[src/rtl/conv_bitserial_acc_pkg.sv]
// Shared definitions for the bit-serial convolution accumulator.
// Holds the FSM state encoding and the default operand / accumulator sizing.
// No logic; imported by every file of the block.
package conv_bitserial_acc_pkg;

    typedef enum logic [1:0] {
        ST_IDLE = 2'd0,   // no beat of the current operand taken yet
        ST_ACC  = 2'd1,   // at least one plane accumulated
        ST_HOLD = 2'd2    // result presented, waiting for out_ready
    } conv_state_e;

    localparam int CONV_NBITS_DEF  = 8;
    // Guard bits above NBITS: a beat adds up to 3 per plane, so the sum
    // needs headroom beyond a plain NBITS-bit operand.
    localparam int CONV_ACC_GUARD  = 3;
    localparam int CONV_ACC_W_DEF  = CONV_NBITS_DEF + CONV_ACC_GUARD;

endpackage

[src/rtl/conv_bitserial_acc_shift_add.sv]
// Shift-add step of the bit-serial accumulator (purely combinational).
// Ports: acc_in (current sum), v (LUT beat 0..3), first (first plane of operand),
//        acc_out = first ? (+/-)v : (acc_in << 1) + v, all modulo 2^ACC_W.
module conv_shift_add
    import conv_bitserial_acc_pkg::*;
#(
    parameter int ACC_W       = CONV_ACC_W_DEF,
    parameter int SIGNED_MODE = 1
) (
    input  logic [ACC_W-1:0] acc_in,
    input  logic [1:0]       v,
    input  logic             first,
    output logic [ACC_W-1:0] acc_out
);

    logic [ACC_W-1:0] v_ext;

    assign v_ext = ACC_W'(v);

    always_comb begin
        acc_out = '0;
        if (first) begin
            // In two's complement the MSB plane carries negative weight; seeding
            // with -v lets later doublings scale it to -v * 2^(planes-1).
            acc_out = (SIGNED_MODE != 0) ? ('0 - v_ext) : v_ext;
        end else begin
            acc_out = (acc_in << 1) + v_ext;
        end
    end

endmodule

[src/rtl/conv_bitserial_acc.sv]
// Bit-serial accumulator: folds MSB-first LUT result beats into one ACC_W-bit result.
// Ports: clk/rst (async active-high); in_valid/in_ready/lut_bit1/lut_bit2/in_last beat
//        input; out_valid/out_ready/out_data/out_overrun result output (1-cycle latency).
module conv_bitserial_acc
    import conv_bitserial_acc_pkg::*;
#(
    parameter int NBITS       = CONV_NBITS_DEF,
    parameter int ACC_W       = NBITS + CONV_ACC_GUARD,
    parameter int SIGNED_MODE = 1
) (
    input  logic             clk,
    input  logic             rst,
    input  logic             in_valid,
    output logic             in_ready,
    input  logic             lut_bit1,
    input  logic             lut_bit2,
    input  logic             in_last,
    output logic             out_valid,
    input  logic             out_ready,
    output logic [ACC_W-1:0] out_data,
    output logic             out_overrun
);

    localparam int CNT_W = $clog2(NBITS + 1);

    conv_state_e      state_q, state_d;
    logic [ACC_W-1:0] acc_q, acc_d;
    logic [CNT_W-1:0] cnt_q, cnt_d;
    logic             overrun_q, overrun_d;

    logic             accept;
    logic [CNT_W-1:0] cnt_inc;
    logic             cnt_full;
    logic [ACC_W-1:0] acc_sum;

    // All outputs come straight from flops, so no input reaches them combinationally.
    assign in_ready    = (state_q != ST_HOLD);
    assign out_valid   = (state_q == ST_HOLD);
    assign out_data    = acc_q;
    assign out_overrun = overrun_q;

    assign accept   = in_valid && (state_q != ST_HOLD);
    assign cnt_inc  = cnt_q + 1'b1;
    assign cnt_full = (cnt_inc == CNT_W'(NBITS));

    conv_shift_add #(
        .ACC_W       (ACC_W),
        .SIGNED_MODE (SIGNED_MODE)
    ) u_shift_add (
        .acc_in  (acc_q),
        .v       ({lut_bit2, lut_bit1}),
        .first   (state_q == ST_IDLE),
        .acc_out (acc_sum)
    );

    always_comb begin
        state_d   = state_q;
        acc_d     = acc_q;
        cnt_d     = cnt_q;
        overrun_d = overrun_q;
        unique case (state_q)
            ST_IDLE, ST_ACC: begin
                if (accept) begin
                    acc_d = acc_sum;
                    cnt_d = cnt_inc;
                    if (in_last || cnt_full) begin
                        state_d   = ST_HOLD;
                        // Overrun only when the plane budget, not the producer, closed it.
                        overrun_d = !in_last;
                    end else begin
                        state_d = ST_ACC;
                    end
                end
            end
            ST_HOLD: begin
                if (out_ready) begin
                    state_d   = ST_IDLE;
                    acc_d     = '0;
                    cnt_d     = '0;
                    overrun_d = 1'b0;
                end
            end
            default: begin
                state_d   = ST_IDLE;
                acc_d     = '0;
                cnt_d     = '0;
                overrun_d = 1'b0;
            end
        endcase
    end

    always_ff @(posedge clk or posedge rst) begin
        if (rst) begin
            state_q   <= ST_IDLE;
            acc_q     <= '0;
            cnt_q     <= '0;
            overrun_q <= 1'b0;
        end else begin
            state_q   <= state_d;
            acc_q     <= acc_d;
            cnt_q     <= cnt_d;
            overrun_q <= overrun_d;
        end
    end

endmodule

[config.mk]
export PLATFORM = sky130hd
export DESIGN_NAME = conv_bitserial_acc
export DESIGN_NICKNAME = d
export VERILOG_FILES = /design/src/rtl/conv_bitserial_acc_pkg.sv /design/src/rtl/conv_bitserial_acc_shift_add.sv /design/src/rtl/conv_bitserial_acc.sv
export SDC_FILE = /design/constraint.sdc
export NUM_CORES = 1
export LEC_CHECK = 0
export BUFFER_PORTS_ARGS = -buffer_cell sky130_fd_sc_hd__buf_2
export CAP_MARGIN = 20
export CORE_UTILIZATION = 40
export CTS_BUF_LIST = sky130_fd_sc_hd__clkbuf_4 sky130_fd_sc_hd__clkbuf_8
export CTS_CLUSTER_SIZE = 16
export DETAILED_ROUTE_END_ITERATION = 10
export PLACE_DENSITY_LB_ADDON = 0.08
export SYNTH_ARGS = -nofsm -noshare
export SYNTH_HDL_FRONTEND = slang
export SYNTH_SLANG_ARGS = --single-unit
[constraint.sdc]
create_clock -name clk -period 2.07 [get_ports clk]
set_input_delay 0.414 -clock clk [delete_from_list [all_inputs] [get_ports clk]]
set_output_delay 0.414 -clock clk [all_outputs]
set_load 0.05 [all_outputs]
Word level (Yosys, flattened, before mapping)
Index checks and enable logic that the tools add are counted.
Widths: inputs -> output; s select.
{"block": "word_totals", "input_bits": 7, "reg_bits": 18, "elab_cells": 36, "output_inout_bits": 14}
{"block": "classes", "eq_ne": 7, "n_reduce_logical": 7, "n_mux": 15, "n_addsub": 3}
{"cell": "$mux 11", "n": 3}
{"cell": "$pmux 11 s2", "n": 1}
{"cell": "$add 11x2->11", "n": 1}
{"cell": "$mux 4", "n": 2}
{"cell": "$pmux 4 s2", "n": 1}
{"cell": "$mux 2", "n": 3}
{"cell": "$ne 2x2->1 const B", "n": 3}
{"cell": "$add 4x1->4 const B", "n": 1}
{"cell": "$eq 4x4->1 const B", "n": 1}
{"cell": "$pmux 2 s2", "n": 1}
{"cell": "$mux 1", "n": 3}
{"cell": "$reduce_and 3->1", "n": 1}
{"cell": "$sub 1x2->3 const A", "n": 1}
{"cell": "$eq 2x1->1 const B", "n": 1}
{"cell": "$eq 2x2->1 const B", "n": 1}
{"cell": "$logic_not 2->1", "n": 1}
{"cell": "$ne 2x1->1 const B", "n": 1}
{"cell": "$pmux 1 s2", "n": 1}
{"cell": "$reduce_and 2->1", "n": 1}
{"cell": "$reduce_or 2->1", "n": 1}
{"cell": "$logic_and 1x1->1", "n": 1}
{"cell": "$logic_not 1->1", "n": 1}
{"cell": "$logic_or 1x1->1", "n": 1}

Logic depth before layout (Yosys ltp)
{"block": "depth", "depth_word": 6, "mapped_depth": 6, "depth_no_buf": 6}

Hierarchy
From an unflattened synthesis, not the netlist that was laid out.
{"block": "hier_totals", "hier_cells": 137, "area_unflattened_um2": 1187.4}
{"module": "conv_bitserial_acc", "area_each_um2": 909.6, "n_inst": 1, "cells_per_inst": 95, "seq_area_each_um2": 450.4}
{"module": "conv_shift_add", "area_each_um2": 277.8, "n_inst": 1, "cells_per_inst": 42, "seq_area_each_um2": 0.0}

Least setup slack after synthesis
OpenSTA, ideal clock, no wires.
{"block": "synth_timing", "path_type": "register -> output", "from": "reg state_q[1]", "to": "out in_ready", "t_arrival_ns": 1.816, "stages_incl_launch_ff": 4, "required_ns": 1.656, "slack_ns": -0.160, "n_path_buf": 1, "path_cell_list": "dfrtp_1 > buf_2 > nor2b_1 > inv_1"}
{"block": "synth_between", "elab_chain_cells": 1}
{"item": "start, declared", "line_no": "conv_bitserial_acc.sv:26", "text": "conv_state_e state_q, state_d;"}
{"item": "start signal, assigned", "line_no": "conv_bitserial_acc.sv:99", "text": "state_q <= state_d;"}
{"item": "$ne 2x2->1", "line_no": "conv_bitserial_acc.sv:37", "text": "assign in_ready = (state_q != ST_HOLD);"}
{"item": "end, declared", "line_no": "conv_bitserial_acc.sv:14", "text": "output logic in_ready,"}
No other way between the ends.

Final worst setup path
{"block": "layout_timing", "from": "reg state_q[1]", "to": "out out_valid"}
{"block": "layout_between", "elab_chain_cells": 1}
{"item": "$eq 2x2->1", "line_no": "conv_bitserial_acc.sv:38", "text": "assign out_valid = (state_q == ST_HOLD);"}
{"item": "end, declared", "line_no": "conv_bitserial_acc.sv:18", "text": "output logic out_valid,"}
No other way between the ends.

==> flow_metrics.env <==
export IMPL_clk_latency_ns=0.30
export IMPL_cts_max_level=1
export IMPL_pwr_density_cell_mw_per_mm2=1161
export IMPL_grt_pass1_vias=770
export IMPL_path_max_fanout=15
export IMPL_die_x_um=52.37
export IMPL_antenna_found_initial=0
export IMPL_via_per_inst=5.438
export IMPL_cts_hold_buf=0
export IMPL_diodes=0
export IMPL_ys_ff_latch=18
export IMPL_netlist_instances=103
export IMPL_finalHoldViolCount=0
export IMPL_grtUsageTotal_pct=17.26
export IMPL_clock_path_buffers=2
export IMPL_cts_setup_buffers=0
export IMPL_syn_nets=114
export IMPL_worstSetupEndpointType="output pin"
export IMPL_grt_max_degree=19
export IMPL_period_minus_slack_ns=1.924
export IMPL_ys_flop_type="dfrtp_1"
export IMPL_num_rows=17
export IMPL_cts_buffers=3
export IMPL_dieArea_sq_mm=0.002742
export IMPL_crit_path_start_kind="register"
export IMPL_cts_tree="yes"
export IMPL_drv_slew=0
export IMPL_final_layout_size_suffix_gt1_share_pct=24.00
export IMPL_num_nets_final=137
export IMPL_die_h_um=52.37
export IMPL_yosysSeqAreaShare_pct=44.39
export IMPL_critPathKind="reg2out"
export IMPL_wire_per_inst_um=13.80
export IMPL_ios=21
export IMPL_cts_sinks=18
export IMPL_synthArstFlopShare_pct=100.0
export IMPL_status="completed"
export IMPL_gr_total_overflow=0
export IMPL_drtPass1Iterations=4
export IMPL_drtIter0Drc=15
export IMPL_setup_tns_ns=0
export IMPL_initial_core_util_pct=44.17
export IMPL_gp_congestion=0.7638
export IMPL_hp_class="in2async"
export IMPL_rsz0062_at_grt="no"
export IMPL_cts_resized=0
export IMPL_path_clk_slew_ns=0.11
export IMPL_p_leak_nw=0.5585
export IMPL_core_area_sq_mm=0.002297
export IMPL_slew_headroom_pct=53.88
export IMPL_dr_total_vias=832
export IMPL_drv_cap=0
export IMPL_grt_pass1_wl_um=3450
export IMPL_yosysUniqueCellTypes=34
export IMPL_setup_viol=0
export IMPL_drc_errors=0
export IMPL_portBuffers=20
export IMPL_yosys_warnings=0
export IMPL_period_share_pct=92.97
export IMPL_worstPathRequired_ns=1.66
export IMPL_clock_fmax_ghz=0.5196
export IMPL_worst_pin_slew_ns=0.6911
export IMPL_synth_edf_count=0
export IMPL_root_buffer="clkbuf_4"
export IMPL_fin_skew_ns=0.003688
export IMPL_final_core_util_pct=51.69
export IMPL_critical_path_arrival_ns=1.51
export IMPL_avgSynthCellArea_sq_um=9.852
export IMPL_peakVddDrop_mv=0.6048
export IMPL_wirelength_um=2112
export IMPL_drtAntennaViolNets=0
export IMPL_syn2layout_area_growth_pct=17.02
export IMPL_syn_area_sq_mm=0.001015
-- power breakdown --
group,internal [W],switching (W)
registers,0.000444,0.000139
clock network,0.000107,0.000118
logic,0.000192,0.000378
total,0.000743,0.000636
-- final cells by class --
type                    instances  area [sq um]
clock buffers                   4         36.28
fillers                       238          1110
inverters                       5         18.77
multi-input cells              77         526.8
flip-flops and latches         18         450.4
well taps                      28         35.03
repair buffers                 21         120.1
-- per-layer routing --
metal | vias up | wire [um] | share of wire (%) | GRT usage [%]
met1 | 393 | 995 | 47 | 19.93
met4 | 0 | 12 | 0.57 | 2.632
met3 | 2 | 103 | 4.9 | 6.087
met5 | - | 0 | 0 | 0
met2 | 17 | 1002 | 47 | 30.80
li1 | 420 | - | - | -
-- placed cells by master (no fill, tap or decap), types with 2 or more instances in the layout --
cell type and count:
buf_2 20, dfrtp_1 18, nand2_1 14, o21ai_1 7, xnor2_1 6, inv_1 5, a221o_1 5, nor2_1 5
ha_1 4, nand3_1 3, o31ai_1 3, a22o_1 3, clkbuf_4 3, nand2b_1 2, nand4_1 2, xor2_1 2
nor2b_1 2, a21oi_1 2
-- sequential cells by signal (all words and copies together) (netlist names) --
name,flops
cnt_q,4
out_data,11
state_q,2
out_overrun,1
-- worst paths after layout --
kind                            cells past startpoint               startpoint                      end  slack, ns
min in group clk                                    3                  in_last   state_q[1]$_DFFE_PP0P_       0.38
worst min-delay path                                2                      rst  out_data[0]$_DFFE_PP0P_       0.20
worst max-delay path                                2   state_q[1]$_DFFE_PP0P_                out_valid       0.15
max in group asynchronous                           2                      rst   state_q[1]$_DFFE_PP0P_       1.43
worst min register to register                      1  out_overrun$_DFFE_PP0P_  out_overrun$_DFFE_PP0P_       0.50
worst max register to register                      3   state_q[1]$_DFFE_PP0P_  out_data[7]$_DFFE_PP0P_       0.46
-- worst max-delay path, stage by stage (launching register included) --
cell and delay (ns):
dfrtp_1 0.68, nor2b_2 0.26, buf_2 0.27
-- cells in the mapped netlist, drive strengths merged (2+ instances only) --
cell | number | area share [%]
nor2 | 5 | 1.8
xor2 | 2 | 1.7
buf | 3 | 2.1
nand2b | 3 | 2.1
nor2b | 3 | 1.8
inv | 5 | 1.8
nand4 | 2 | 1.2
a221o | 5 | 4.9
nand3 | 3 | 1.5
o21ai | 8 | 3.9
o22ai | 2 | 1.8
xnor2 | 6 | 5.2
o31ai | 3 | 2.2
dfrtp | 18 | 44
a21oi | 3 | 1.8
a22o | 3 | 2.6
nand2 | 14 | 5.2
ha | 4 | 4.9
-- cell families after synthesis --
kind of cell | share of synthesized area [%]
AOI/OAI and AO/OA | 20.35
xor gates and xnor gates | 6.905
adders and majority gates | 4.932
buffers and inverters | 3.946
DFF | 44.39
muxes | 0.9865
and+or+nand+nor | 18.50
-- metrics by stage --
stage | total power, W | std cells | instance area, sq um | hold slack (ns) | setup WS (ns)
3_3_place_gp | 0.001152 | 149 | 1151 | 0.4699 | 0.3849
3_5_place_dp | 0.001162 | 149 | 1151 | 0.4758 | 0.3668
4_1_cts | 0.001386 | 153 | 1187 | 0.2306 | 0.1801
5_1_grt | 0.001460 | 153 | 1187 | 0.2671 | 0.08755
2_1_floorplan | 0.001019 | 103 | 1017 | 0.3526 | 0.1936
6_report | 0.001379 | 153 | 1187 | 0.1953 | 0.1455
(Power assumes the default switching activity.)
